### config.mk
export PLATFORM = sky130hd
export DESIGN_NAME = spi_slave_stream
export DESIGN_NICKNAME = d
export VERILOG_FILES = /design/src/rtl/spi_pkg.sv /design/src/rtl/spi_slave_stream_synchronizer.sv /design/src/rtl/spi_slave_stream.sv
export SDC_FILE = /design/constraint.sdc
export NUM_CORES = 1
export LEC_CHECK = 0
export ABC_AREA = 0
export BUFFER_PORTS_ARGS = -buffer_cell sky130_fd_sc_hd__clkbuf_2
export CORE_ASPECT_RATIO = 0.9
export CORE_MARGIN = 1
export CORE_UTILIZATION = 25
export DETAILED_ROUTE_END_ITERATION = 10
export PLACE_DENSITY_LB_ADDON = 0.15
export SLEW_MARGIN = 20
export SYNTH_ARGS = -nofsm -noshare
export SYNTH_HDL_FRONTEND = slang
export SYNTH_SLANG_ARGS = --single-unit
export TNS_END_PERCENT = 10
### constraint.sdc
create_clock -name clk -period 4.63 [get_ports clk]
set_input_delay 1.389 -clock clk [delete_from_list [all_inputs] [get_ports clk]]
set_output_delay 1.389 -clock clk [all_outputs]
set_load 0.01 [all_outputs]
### src/rtl/spi_pkg.sv
// spi_pkg: state encoding and SPI mode constants for spi_slave_stream.
package spi_pkg;

    typedef enum logic [1:0] {
        IDLE  = 2'd0,
        LOAD  = 2'd1,
        SHIFT = 2'd2
    } state_t;

    // mode = cpol*2 + cpha
    localparam logic [1:0] MODE0 = 2'd0;
    localparam logic [1:0] MODE1 = 2'd1;
    localparam logic [1:0] MODE2 = 2'd2;
    localparam logic [1:0] MODE3 = 2'd3;

endpackage

### src/rtl/spi_slave_stream_synchronizer.sv
// synchronizer: multi-stage flop chain bringing asynchronous pins into clk.
module synchronizer #(
    parameter int Width  = 3,
    parameter int Stages = 2
) (
    input  logic             clk,
    input  logic             reset,
    input  logic [Width-1:0] d_i,
    output logic [Width-1:0] q_o
);

    logic [Width-1:0] sync_q [Stages];

    always_ff @(posedge clk or negedge reset) begin
        if (!reset) begin
            for (int i = 0; i < Stages; i++) begin
                sync_q[i] <= '0;
            end
        end else begin
            sync_q[0] <= d_i;
            for (int i = 1; i < Stages; i++) begin
                sync_q[i] <= sync_q[i-1];
            end
        end
    end

    assign q_o = sync_q[Stages-1];

endmodule

### src/rtl/spi_slave_stream.sv
// spi_slave_stream: oversampling SPI slave bridging SPI pins to rx/tx streams.
// Define SPI_SLAVE_STREAM_ERR_EN to enable the sticky overrun/underrun flags.
import spi_pkg::*;

module spi_slave_stream #(
    parameter int                  MaxWidth   = 32,
    parameter int                  LenWidth   = 5,
    parameter int                  SyncStages = 2,
    parameter int                  SPOL       = 0,
    parameter int                  MSB_FIRST  = 1,
    parameter logic [MaxWidth-1:0] FillValue  = '0
) (
    input  logic                clk,
    input  logic                reset,
    input  logic                cfg_cpol,
    input  logic                cfg_cpha,
    input  logic [LenWidth-1:0] cfg_len_m1,
    output logic [MaxWidth-1:0] rx_data,
    output logic                rx_valid,
    input  logic                rx_ready,
    input  logic [MaxWidth-1:0] tx_data,
    input  logic                tx_valid,
    output logic                tx_ready,
    input  logic                ssel,
    input  logic                sclk,
    input  logic                mosi,
    output logic                miso,
    output logic                miso_oe,
    output logic                busy,
    output logic                overrun,
    output logic                underrun,
    input  logic                err_clear
);

    localparam logic SelAct = (SPOL != 0);
    localparam bit   Msb    = (MSB_FIRST != 0);

    logic ssel_s, sclk_s, mosi_s;

    synchronizer #(
        .Width (3),
        .Stages(SyncStages)
    ) u_sync (
        .clk  (clk),
        .reset(reset),
        .d_i  ({ssel, sclk, mosi}),
        .q_o  ({ssel_s, sclk_s, mosi_s})
    );

    state_t              state_q;
    logic                armed_q, sclk_q, mosi_q;
    logic                lead_q, trail_q, cpol_q, cpha_q;
    logic                reload_q, skip_q, rx_valid_q;
    logic [LenWidth-1:0] len_q, cnt_q, len_d;
    logic [MaxWidth-1:0] rx_sh_q, rx_data_q, tx_sh_q;
    logic [MaxWidth-1:0] rx_nxt, tx_d;

    logic sel, in_shift, sample_en, shift_en;
    logic load_en, word_done, rx_take;
    logic lead_d, trail_d;

    assign sel     = (ssel_s == SelAct);
    assign lead_d  = (sclk_s != sclk_q) && (sclk_s != cpol_q);
    assign trail_d = (sclk_s != sclk_q) && (sclk_s == cpol_q);

    assign in_shift  = (state_q == SHIFT) && sel;
    assign sample_en = in_shift && (cpha_q ? trail_q : lead_q);
    assign shift_en  = in_shift && (cpha_q ? lead_q : trail_q);
    assign word_done = sample_en && (cnt_q == len_q);
    assign rx_take   = word_done && (!rx_valid_q || rx_ready);

    // The first shift after a completed word fetches the next tx word.
    assign load_en = ((state_q == LOAD) && sel)
                   || (shift_en && reload_q && !skip_q);
    assign tx_ready = load_en && tx_valid;

    always_comb begin
        len_d = cfg_len_m1;
        if (cfg_len_m1 == '0) begin
            len_d = LenWidth'(1);
        end else if ({1'b0, cfg_len_m1} >= (LenWidth+1)'(MaxWidth)) begin
            len_d = LenWidth'(MaxWidth - 1);
        end
    end

    always_comb begin
        rx_nxt = rx_sh_q;
        if (Msb) begin
            rx_nxt = {rx_sh_q[MaxWidth-2:0], mosi_q};
        end else begin
            rx_nxt[cnt_q] = mosi_q;
        end
    end

    always_comb begin
        tx_d = tx_sh_q;
        if (load_en) begin
            tx_d = tx_valid ? tx_data : FillValue;
        end else if (shift_en && !skip_q) begin
            tx_d = Msb ? (tx_sh_q << 1) : (tx_sh_q >> 1);
        end
    end

    always_ff @(posedge clk or negedge reset) begin
        if (!reset) begin
            state_q    <= IDLE;
            armed_q    <= 1'b0;
            sclk_q     <= 1'b0;
            mosi_q     <= 1'b0;
            lead_q     <= 1'b0;
            trail_q    <= 1'b0;
            cpol_q     <= 1'b0;
            cpha_q     <= 1'b0;
            len_q      <= '0;
            cnt_q      <= '0;
            reload_q   <= 1'b0;
            skip_q     <= 1'b0;
            rx_sh_q    <= '0;
            tx_sh_q    <= '0;
            rx_data_q  <= '0;
            rx_valid_q <= 1'b0;
        end else begin
            sclk_q  <= sclk_s;
            mosi_q  <= mosi_s;
            lead_q  <= lead_d;
            trail_q <= trail_d;
            tx_sh_q <= tx_d;
            // After reset a frame may only start on a fresh ssel assertion.
            if (!sel) begin
                armed_q <= 1'b1;
            end

            unique case (state_q)
                IDLE: begin
                    if (sel && armed_q) begin
                        state_q <= LOAD;
                    end
                end
                LOAD: begin
                    if (!sel) begin
                        state_q <= IDLE;
                    end else begin
                        cpol_q   <= cfg_cpol;
                        cpha_q   <= cfg_cpha;
                        len_q    <= len_d;
                        cnt_q    <= '0;
                        rx_sh_q  <= '0;
                        reload_q <= 1'b0;
                        skip_q   <= cfg_cpha;
                        state_q  <= SHIFT;
                    end
                end
                SHIFT: begin
                    if (!sel) begin
                        state_q <= IDLE;
                    end else begin
                        if (word_done) begin
                            cnt_q    <= '0;
                            rx_sh_q  <= '0;
                            reload_q <= 1'b1;
                        end else if (sample_en) begin
                            cnt_q   <= cnt_q + LenWidth'(1);
                            rx_sh_q <= rx_nxt;
                        end
                        if (shift_en && skip_q) begin
                            skip_q <= 1'b0;
                        end else if (shift_en) begin
                            reload_q <= 1'b0;
                        end
                    end
                end
                default: state_q <= IDLE;
            endcase

            if (rx_take) begin
                rx_data_q  <= rx_nxt;
                rx_valid_q <= 1'b1;
            end else if (rx_ready) begin
                rx_valid_q <= 1'b0;
            end
        end
    end

`ifdef SPI_SLAVE_STREAM_ERR_EN
    logic overrun_q, underrun_q;

    always_ff @(posedge clk or negedge reset) begin
        if (!reset) begin
            overrun_q  <= 1'b0;
            underrun_q <= 1'b0;
        end else begin
            if (word_done && !rx_take) begin
                overrun_q <= 1'b1;
            end else if (err_clear) begin
                overrun_q <= 1'b0;
            end
            if (load_en && !tx_valid) begin
                underrun_q <= 1'b1;
            end else if (err_clear) begin
                underrun_q <= 1'b0;
            end
        end
    end

    assign overrun  = overrun_q;
    assign underrun = underrun_q;
`else
    logic unused_err;
    assign unused_err = err_clear;
    assign overrun    = 1'b0;
    assign underrun   = 1'b0;
`endif

    assign busy     = (state_q != IDLE);
    assign miso_oe  = busy;
    assign miso     = busy && (Msb ? tx_sh_q[len_q] : tx_sh_q[0]);
    assign rx_data  = rx_data_q;
    assign rx_valid = rx_valid_q;

endmodule

==> impl_results.rst, run 1 <==
.. list-table::
   :header-rows: 1

   * - Metric
     - Value
   * - Tot GR Track Use
     - 0.123
   * - Post-CTS Hold Fix Bufs
     - 0
   * - Largest area contributor in the synthesized netlist
     - sky130_fd_sc_hd__dfrtp_1
   * - Signal arrival time at the worst endpoint
     - 2450 ps
   * - Element type at the critical path end
     - output port
   * - Most common cell after layout, fill and taps aside
     - sky130_fd_sc_hd__dfrtp_1
   * - Final setup violation count
     - 0
   * - Max-cap violations
     - 0
   * - Reg-to-reg startpoint
     - state_q[0]$_DFFE_PN0P_
   * - Share of synthesized area occupied by flip-flops and latches
     - 0.555
   * - Buffers inserted during post-CTS setup optimization
     - 0
   * - Most instantiated flip-flop cell in the synthesis netlist
     - sky130_fd_sc_hd__dfrtp_1
   * - Initial Util
     - 0.256
   * - TritonCTS buffer count
     - 17
   * - Clock latency reported for the late side of the worst-skew pair
     - 420 ps
   * - Placement Rows
     - 51
   * - RSZ-0062 raised after global routing
     - no
   * - Net count reported at finish
     - 576
   * - Post-route design area
     - 0.00681 sq mm
   * - Mean area per synthesized cell
     - 12.4 sq um
   * - FMAX
     - 0.261 GHz
   * - Kind of start point of the critical path
     - flop
   * - Min cycle time layout
     - 3840 ps
   * - Type of the worst min-delay path
     - flop to flop
   * - Layout overhead on the synthesized area
     - 22.8%
   * - Relative max-transition margin
     - 0.310
   * - TritonCTS clock tree
     - built
   * - Status
     - finished, final reports clean
   * - Horizontal extent of the die
     - 159 um
   * - Post-CTS sizing
     - 0
   * - Total count of hold-check failures in the final report
     - 0
   * - Routed wire per std cell
     - 15.7 um
   * - Maximum number of pins on one net before global-route repair
     - 71
   * - Worst Clk Skew
     - 14.3 ps
   * - Power, Total
     - 3890 uW
   * - Depth of the CTS H-tree
     - 4
   * - Max-slew violation total from the final report
     - 0
   * - Residual DRC
     - 0
   * - Post-route fraction of the period consumed by the critical path
     - 0.829
   * - Antenna cell count
     - 0
   * - Sum of negative setup slack
     - 0 ps
   * - PwrDens
     - 571 mW/mm^2
   * - First element of the critical path
     - len_q[0]$_DFFE_PN0P_
   * - Average via count per standard cell
     - 4.58
   * - Leak Pwr
     - 0.00325 uW
   * - Count of port buffers added during placement
     - 82
   * - Area of the die
     - 0.0228 sq mm
   * - Number of non-filler instances in the completed layout
     - 829
   * - Clk Tree Root Cell
     - sky130_fd_sc_hd__clkbuf_16
   * - Number of warnings reported in the yosys synthesis log
     - 0
   * - Drt initial violations
     - 212
   * - Die Y
     - 143 um
   * - Gr ovfl total
     - 0
   * - Worst-case clock buffer depth
     - 2
   * - FFs w/ async S/R, synth
     - 1.00
   * - Max Fanout on Critical Path
     - 11
   * - Post-Syn Instances
     - 447
   * - Antenna violations before repair
     - 0
   * - DRT antenna net count
     - 0
   * - Final routed wirelength across all metal layers
     - 13,000 um
   * - I/O pin cnt
     - 86
   * - Number of fillers in the final layout
     - 2,214
   * - Synth Register Bits
     - 123
   * - Placement-stage cell area
     - 0.00620 sq mm
   * - Global-route wire length before repair
     - 21,600 um
   * - Max VDD drop
     - 0.000186 V
   * - Register clock-pin slew on the reported worst setup and hold paths
     - 60 ps
   * - Biggest area contributors in the synthesized netlist
     - sky130_fd_sc_hd__dfrtp_1 55%, sky130_fd_sc_hd__mux2_4 8.1%, sky130_fd_sc_hd__nor3_1 5.4%
   * - Number of global-route vias before repair
     - 3,989
   * - Number of clock sinks seen by CTS
     - 123
   * - Layout cell share with drive strength beyond 1
     - 0.340
   * - Core outline area
     - 0.0217 sq mm
   * - Top library cells by usage in the layout, fill and taps aside
     - 123 x sky130_fd_sc_hd__dfrtp_1, 81 x sky130_fd_sc_hd__clkbuf_2, 60 x sky130_fd_sc_hd__nor3_1
   * - Netlist cell types
     - 50
   * - Count of TritonRoute iterations in the first routing pass
     - 4
   * - Startpoint of the tightest hold check path
     - u_sync.sync_q[4]$_DFF_PN0_
   * - Vias after detailed routing
     - 3,795
   * - Top cell type's share of synthesized area
     - 0.555
   * - Data required time at the worst endpoint
     - 3240 ps
   * - Type of the worst setup path
     - flop to output port
   * - Post-DP HPWL
     - 8350 um
   * - EDFF count, synth
     - 0
   * - Synthesized cell area
     - 0.00555 sq mm
   * - Placed Instances
     - 797
   * - Transition time at the pin with the least slew margin
     - 1030 ps
   * - Routability congestion estimate
     - 0.746
==> final timing paths <==
path	depth (start not counted)	endpoint	slack [ps]
worst max-delay path	5	miso	790
worst min-delay path	0	u_sync.q_o[1]$_DFF_PN0_	350
worst max register to register	6	rx_data[7]$_DFFE_PN0P_	1990
worst min register to register	0	u_sync.q_o[1]$_DFF_PN0_	350
max in group asynchronous	2	cnt_q[0]$_DFFE_PN0P_	2750
min in group asynchronous	1	rx_data[25]$_DFFE_PN0P_	1000
==> worst max-delay path, cell delays in order, from the launching register on <==
cell                       delay (ps)
sky130_fd_sc_hd__dfrtp_1          780
sky130_fd_sc_hd__mux4_2           590
sky130_fd_sc_hd__mux2i_1          170
sky130_fd_sc_hd__o221ai_1         120
sky130_fd_sc_hd__and3_1           230
sky130_fd_sc_hd__clkbuf_2         140
==> Yosys cell counts, types with 5 or more instances <==
library cell,instances
sky130_fd_sc_hd__inv_1,6
sky130_fd_sc_hd__a22o_1,33
sky130_fd_sc_hd__buf_2,13
sky130_fd_sc_hd__mux2i_1,6
sky130_fd_sc_hd__o31ai_1,6
sky130_fd_sc_hd__clkbuf_1,6
sky130_fd_sc_hd__nand2_1,5
sky130_fd_sc_hd__nand2b_1,5
sky130_fd_sc_hd__dfrtp_1,123
sky130_fd_sc_hd__mux4_2,7
sky130_fd_sc_hd__buf_4,6
sky130_fd_sc_hd__a21oi_1,34
sky130_fd_sc_hd__nor2_1,35
sky130_fd_sc_hd__mux2_2,12
sky130_fd_sc_hd__mux2_4,30
sky130_fd_sc_hd__nor3_1,60
sky130_fd_sc_hd__buf_6,7
==> power breakdown <==
group          internal (uW)  switching (uW)  total (uW)
logic                    451             556        1010
clock network            877             512        1390
registers               1270             221        1490
==> through the flow <==
step | worst slack, ps | util | hold WS, ps
2_1_floorplan | 1670 | - | 331
3_3_place_gp | 1160 | 0.286 | 331
3_5_place_dp | 1150 | 0.286 | 336
4_1_cts | 705 | 0.314 | 353
5_1_grt | 626 | 0.314 | 357
6_report | 794 | 0.314 | 350
==> final cells by class <==
class / instances / area (sq um) / share of cell area
Sequential cell: 123 / 3080 / 0.452
Multi-Input combinational cell: 287 / 2250 / 0.330
Timing Repair Buffer: 90 / 485 / 0.0712
Clock buffer: 19 / 453 / 0.0665
Tap cell: 291 / 364 / 0.0534
Clock inverter: 13 / 165 / 0.0242
Inverter: 6 / 22.5 / 0.00331
==> state kept, by name, summed over array words and instances (netlist names) <==
signal,cells
reload_q,1
cnt_q,5
len_q,5
cpha_q,1
cpol_q,1
lead_q,1
rx_data,32
sclk_q,1
skip_q,1
tx_sh_q,32
trail_q,1
armed_q,1
u_sync.q_o,3
rx_sh_q,31
u_sync.sync_q,3
state_q,2
mosi_q,1
rx_valid,1
==> cells by family (layout without fill, tap and decap cells) <==
kind of cell               count (synthesis)  count (layout)  synth area share
and+or+nand+nor                          126             126             0.116
DFF                                      123             123             0.555
AOI/OAI and AO/OA                         94              94             0.122
muxes                                     56              56             0.147
buffers and inverters                     38             128            0.0422
xor gates and xnor gates                   5               5           0.00925
adders and majority gates                  4               4           0.00902
other                                      1               2          0.000676
==> routing by layer <==
metal | GRT usage | part of all wire | vias to the layer above
met5 | 0 | 0 | -
met4 | 0.0471 | 0.011 | 0
met3 | 0.0355 | 0.042 | 13
met2 | 0.195 | 0.47 | 89
met1 | 0.160 | 0.48 | 1893
li1 | - | - | 1800
Power figures use the tool's default switching activity.
==> inputs of run 2 (changes only) <==
==> constraint.sdc (replaced) <==
create_clock -name clk -period 3.4 [get_ports clk]
set_input_delay 1.02 -clock clk [delete_from_list [all_inputs] [get_ports clk]]
set_output_delay 1.02 -clock clk [all_outputs]
set_load 0.01 [all_outputs]
==> run 2 against run 1 <==
- die area did not move
- highest routed layer unchanged
- cell area shrank 0.18%
- global-route usage grew 0.056 points
- critical path depth increased by 1
- power increased by 33%
- utilization fell by 0.058 points
- clock power up 25%
- routed wire length rose by 0.65%
- combinational power rose by 38%
- hold slack worse by 3.2 ps
- via count fell by 0.71%
==> impl_results.rst, run 2 (synthesized netlist as in run 1, its figures left out) <==
.. list-table::
   :header-rows: 1

   * - Metric
     - Value
   * - Status
     - finished, final reports clean (unchanged)
   * - Net count reported at finish
     - 579 (was 576)
   * - Final setup violation count
     - 0 (unchanged)
   * - Gr ovfl total
     - 0 (unchanged)
   * - Leak Pwr
     - 0.00325 uW (about the same)
   * - Max-cap violations
     - 0 (unchanged)
   * - Worst Clk Skew
     - 6.47 ps (was 14.3 ps)
   * - Met2 track demand over resource
     - 0.199 (was 0.195)
   * - Transition time at the pin with the least slew margin
     - 868 ps (was 1030 ps)
   * - Most common cell after layout, fill and taps aside
     - sky130_fd_sc_hd__dfrtp_1 (unchanged)
   * - Max VDD drop
     - 0.000298 V (was 0.000186 V)
   * - Routed wire per std cell
     - 15.7 um (about the same)
   * - Global-route wire length before repair
     - 21,900 um (was 21,600 um)
   * - Area of the die
     - 0.0228 sq mm (unchanged)
   * - Ordered cell list for the critical path
     - buf_4, mux4_2, mux2i_1, nand3b_1, and3_1, clkbuf_2 (was mux4_2, mux2i_1, o221ai_1, and3_1, clkbuf_2)
   * - Max-slew violation total from the final report
     - 0 (unchanged)
   * - Core outline area
     - 0.0217 sq mm (unchanged)
   * - Kind of start point of the critical path
     - flop (unchanged)
   * - Power, Total
     - 5160 uW (was 3890 uW)
   * - Sequential cell area
     - 0.00308 sq mm (about the same)
   * - Buffers inserted during post-CTS setup optimization
     - 0 (unchanged)
   * - Number of fillers in the final layout
     - 2,221 (was 2,214)
   * - Worst-case clock buffer depth
     - 2 (unchanged)
   * - Register clock-pin slew on the reported worst setup and hold paths
     - 60 ps (about the same)
   * - Multi-input logic area
     - 0.00225 sq mm (about the same)
   * - Drt initial violations
     - 171 (was 212)
   * - Critical-path cell with the highest stage delay
     - sky130_fd_sc_hd__dfrtp_2 (was sky130_fd_sc_hd__dfrtp_1)
   * - Post-DP HPWL
     - 8750 um (was 8350 um)
   * - Relative max-transition margin
     - 0.420 (was 0.310)
   * - Signal arrival time at the worst endpoint
     - 2190 ps (was 2450 ps)
   * - Element type at the critical path end
     - output port (unchanged)
   * - Delay of the slowest cell on the worst path
     - 510 ps (was 780 ps)
   * - Routability congestion estimate
     - 0.711 (was 0.746)
   * - Initial Util
     - 0.256 (unchanged)
   * - RSZ-0062 raised after global routing
     - no (unchanged)
   * - Placement Rows
     - 51 (unchanged)
   * - Tot GR Track Use
     - 0.124 (was 0.123)
   * - Buffers plus inverters on the worst setup path
     - 2 (was 1)
   * - TritonCTS clock tree
     - built (unchanged)
   * - Global-route met3 utilization
     - 0.0312 (was 0.0355)
   * - Final routed wirelength across all metal layers
     - 13,100 um (was 13,000 um)
   * - Maximum number of pins on one net before global-route repair
     - 49 (was 71)
   * - Number of clock sinks seen by CTS
     - 123 (unchanged)
   * - Data required time at the worst endpoint
     - 2380 ps (was 3240 ps)
   * - Die Y
     - 143 um (unchanged)
   * - TritonCTS buffer count
     - 17 (unchanged)
   * - Antenna violations before repair
     - 0 (unchanged)
   * - Clk Tree Root Cell
     - sky130_fd_sc_hd__clkbuf_16 (unchanged)
   * - FMAX
     - 0.312 GHz
   * - Min cycle time layout
     - 3210 ps
   * - Horizontal extent of the die
     - 159 um (unchanged)
   * - Vias after detailed routing
     - 3,768 (was 3,795)
   * - Post-CTS Hold Fix Bufs
     - 0 (unchanged)
   * - Post-route fraction of the period consumed by the critical path
     - 0.943
   * - PwrDens
     - 758 mW/mm^2 (was 571 mW/mm^2)
   * - Clock latency reported for the late side of the worst-skew pair
     - 410 ps (was 420 ps)
   * - Layout cell share with drive strength beyond 1
     - 0.346 (was 0.340)
   * - Average via count per standard cell
     - 4.53 (was 4.58)
   * - Residual DRC
     - 0 (unchanged)
   * - Depth of the CTS H-tree
     - 4 (unchanged)
   * - Met1 GRT Util
     - 0.163 (was 0.160)
   * - DRT antenna net count
     - 0 (unchanged)
   * - Hold Slack
     - 347 ps (was 350 ps)
   * - Total count of hold-check failures in the final report
     - 0 (unchanged)
   * - Antenna cell count
     - 0 (unchanged)
   * - Type of the worst min-delay path
     - flop to flop (unchanged)
   * - Most used routing layer in global routing
     - met2 (unchanged)
   * - Number of global-route vias before repair
     - 3,953 (was 3,989)
   * - Count of port buffers added during placement
     - 82 (unchanged)
   * - Sum of negative setup slack
     - 0 ps (unchanged)
   * - Type of the worst setup path
     - flop to output port (unchanged)
   * - Dominant delay contributor by cell family on the critical path
     - multiplexers (was flip-flops)
   * - Top library cells by usage in the layout, fill and taps aside
     - 122 x sky130_fd_sc_hd__dfrtp_1, 81 x sky130_fd_sc_hd__clkbuf_2, 60 x sky130_fd_sc_hd__nor3_1 (was 123 x sky130_fd_sc_hd__dfrtp_1, 81 x sky130_fd_sc_hd__clkbuf_2, 60 x sky130_fd_sc_hd__nor3_1)
   * - Layout overhead on the synthesized area
     - 22.6% (was 22.8%)
   * - Fin util
     - 0.313 (was 0.314)
   * - Max Fanout on Critical Path
     - 8 (was 11)
   * - I/O pin cnt
     - 86 (unchanged)
   * - Count of TritonRoute iterations in the first routing pass
     - 4 (unchanged)
==> run 2: changes by cell type in the layout (fill, tap and decap cells not counted) <==
cell                         previous run  this run
sky130_fd_sc_hd__dfrtp_2                0         1
sky130_fd_sc_hd__dfrtp_1              123       122
sky130_fd_sc_hd__clkbuf_8               2         1
sky130_fd_sc_hd__clkinv_2               2         1
sky130_fd_sc_hd__nor3b_4                0         1
sky130_fd_sc_hd__clkinv_4               2         4
sky130_fd_sc_hd__inv_6                  2         5
sky130_fd_sc_hd__bufinv_16              3         1
sky130_fd_sc_hd__buf_4                  8        11
sky130_fd_sc_hd__nor3b_2                1         0
sky130_fd_sc_hd__clkinvlp_4             4         3
==> run 2: path summary, 6_finish.rpt <==
path                                            startpoint  depth (start not counted)  slack [ps]                      end
worst max register to register      state_q[0]$_DFFE_PN0P_                          6         760   rx_data[9]$_DFFE_PN0P_
worst min register to register  u_sync.sync_q[5]$_DFF_PN0_                          0         350  u_sync.q_o[2]$_DFF_PN0_
min in group asynchronous                            reset                          1         630  rx_data[26]$_DFFE_PN0P_
worst max-delay path                  len_q[0]$_DFFE_PN0P_                          6         190                     miso
worst min-delay path            u_sync.sync_q[5]$_DFF_PN0_                          0         350  u_sync.q_o[2]$_DFF_PN0_
max in group asynchronous                            reset                          2        1870  tx_sh_q[11]$_DFFE_PN0P_
==> run 2: routing by layer <==
| layer | vias to the layer above | share of wire |
|---|---|---|
| li1 | 1797 | - |
| met1 | 1869 | 0.48 |
| met2 | 92 | 0.46 |
| met3 | 10 | 0.041 |
| met4 | 0 | 0.014 |
| met5 | - | 0 |
==> run 2: timing repair <==
item                                   CTS  global route
resized for setup                        1             1
setup endpoints to repair                1             1
endpoints found under the hold margin    0             0
gates cloned                             0             0
==> run 2: per-stage QoR <==
| stage | cells | instance area [sq um] | setup WS (ps) |
|---|---|---|---|
| floorplan | 448 | 5550 | 884 |
| global placement | 800 | 6220 | 440 |
| detailed placement | 800 | 6220 | 426 |
| CTS | 832 | 6800 | 130 |
| global route | 832 | 6800 | 57.8 |
| finish | 832 | 6800 | 193 |
==> run 2: area by class of cell <==
type / count / share of cell area
inverters: 6 / 0.00331
clock buffers: 18 / 0.0646
multi-input cells: 287 / 0.331
well taps: 291 / 0.0535
repair buffers: 93 / 0.0747
flip-flops and latches: 123 / 0.453
clock inverters: 14 / 0.0201
==> run 2: report_power, final <==
part	switching, uW	internal, uW	leakage, uW
Sequential	289	1730	0.00162
Combinational	765	628	0.00136
Clock	703	1040	0.000274
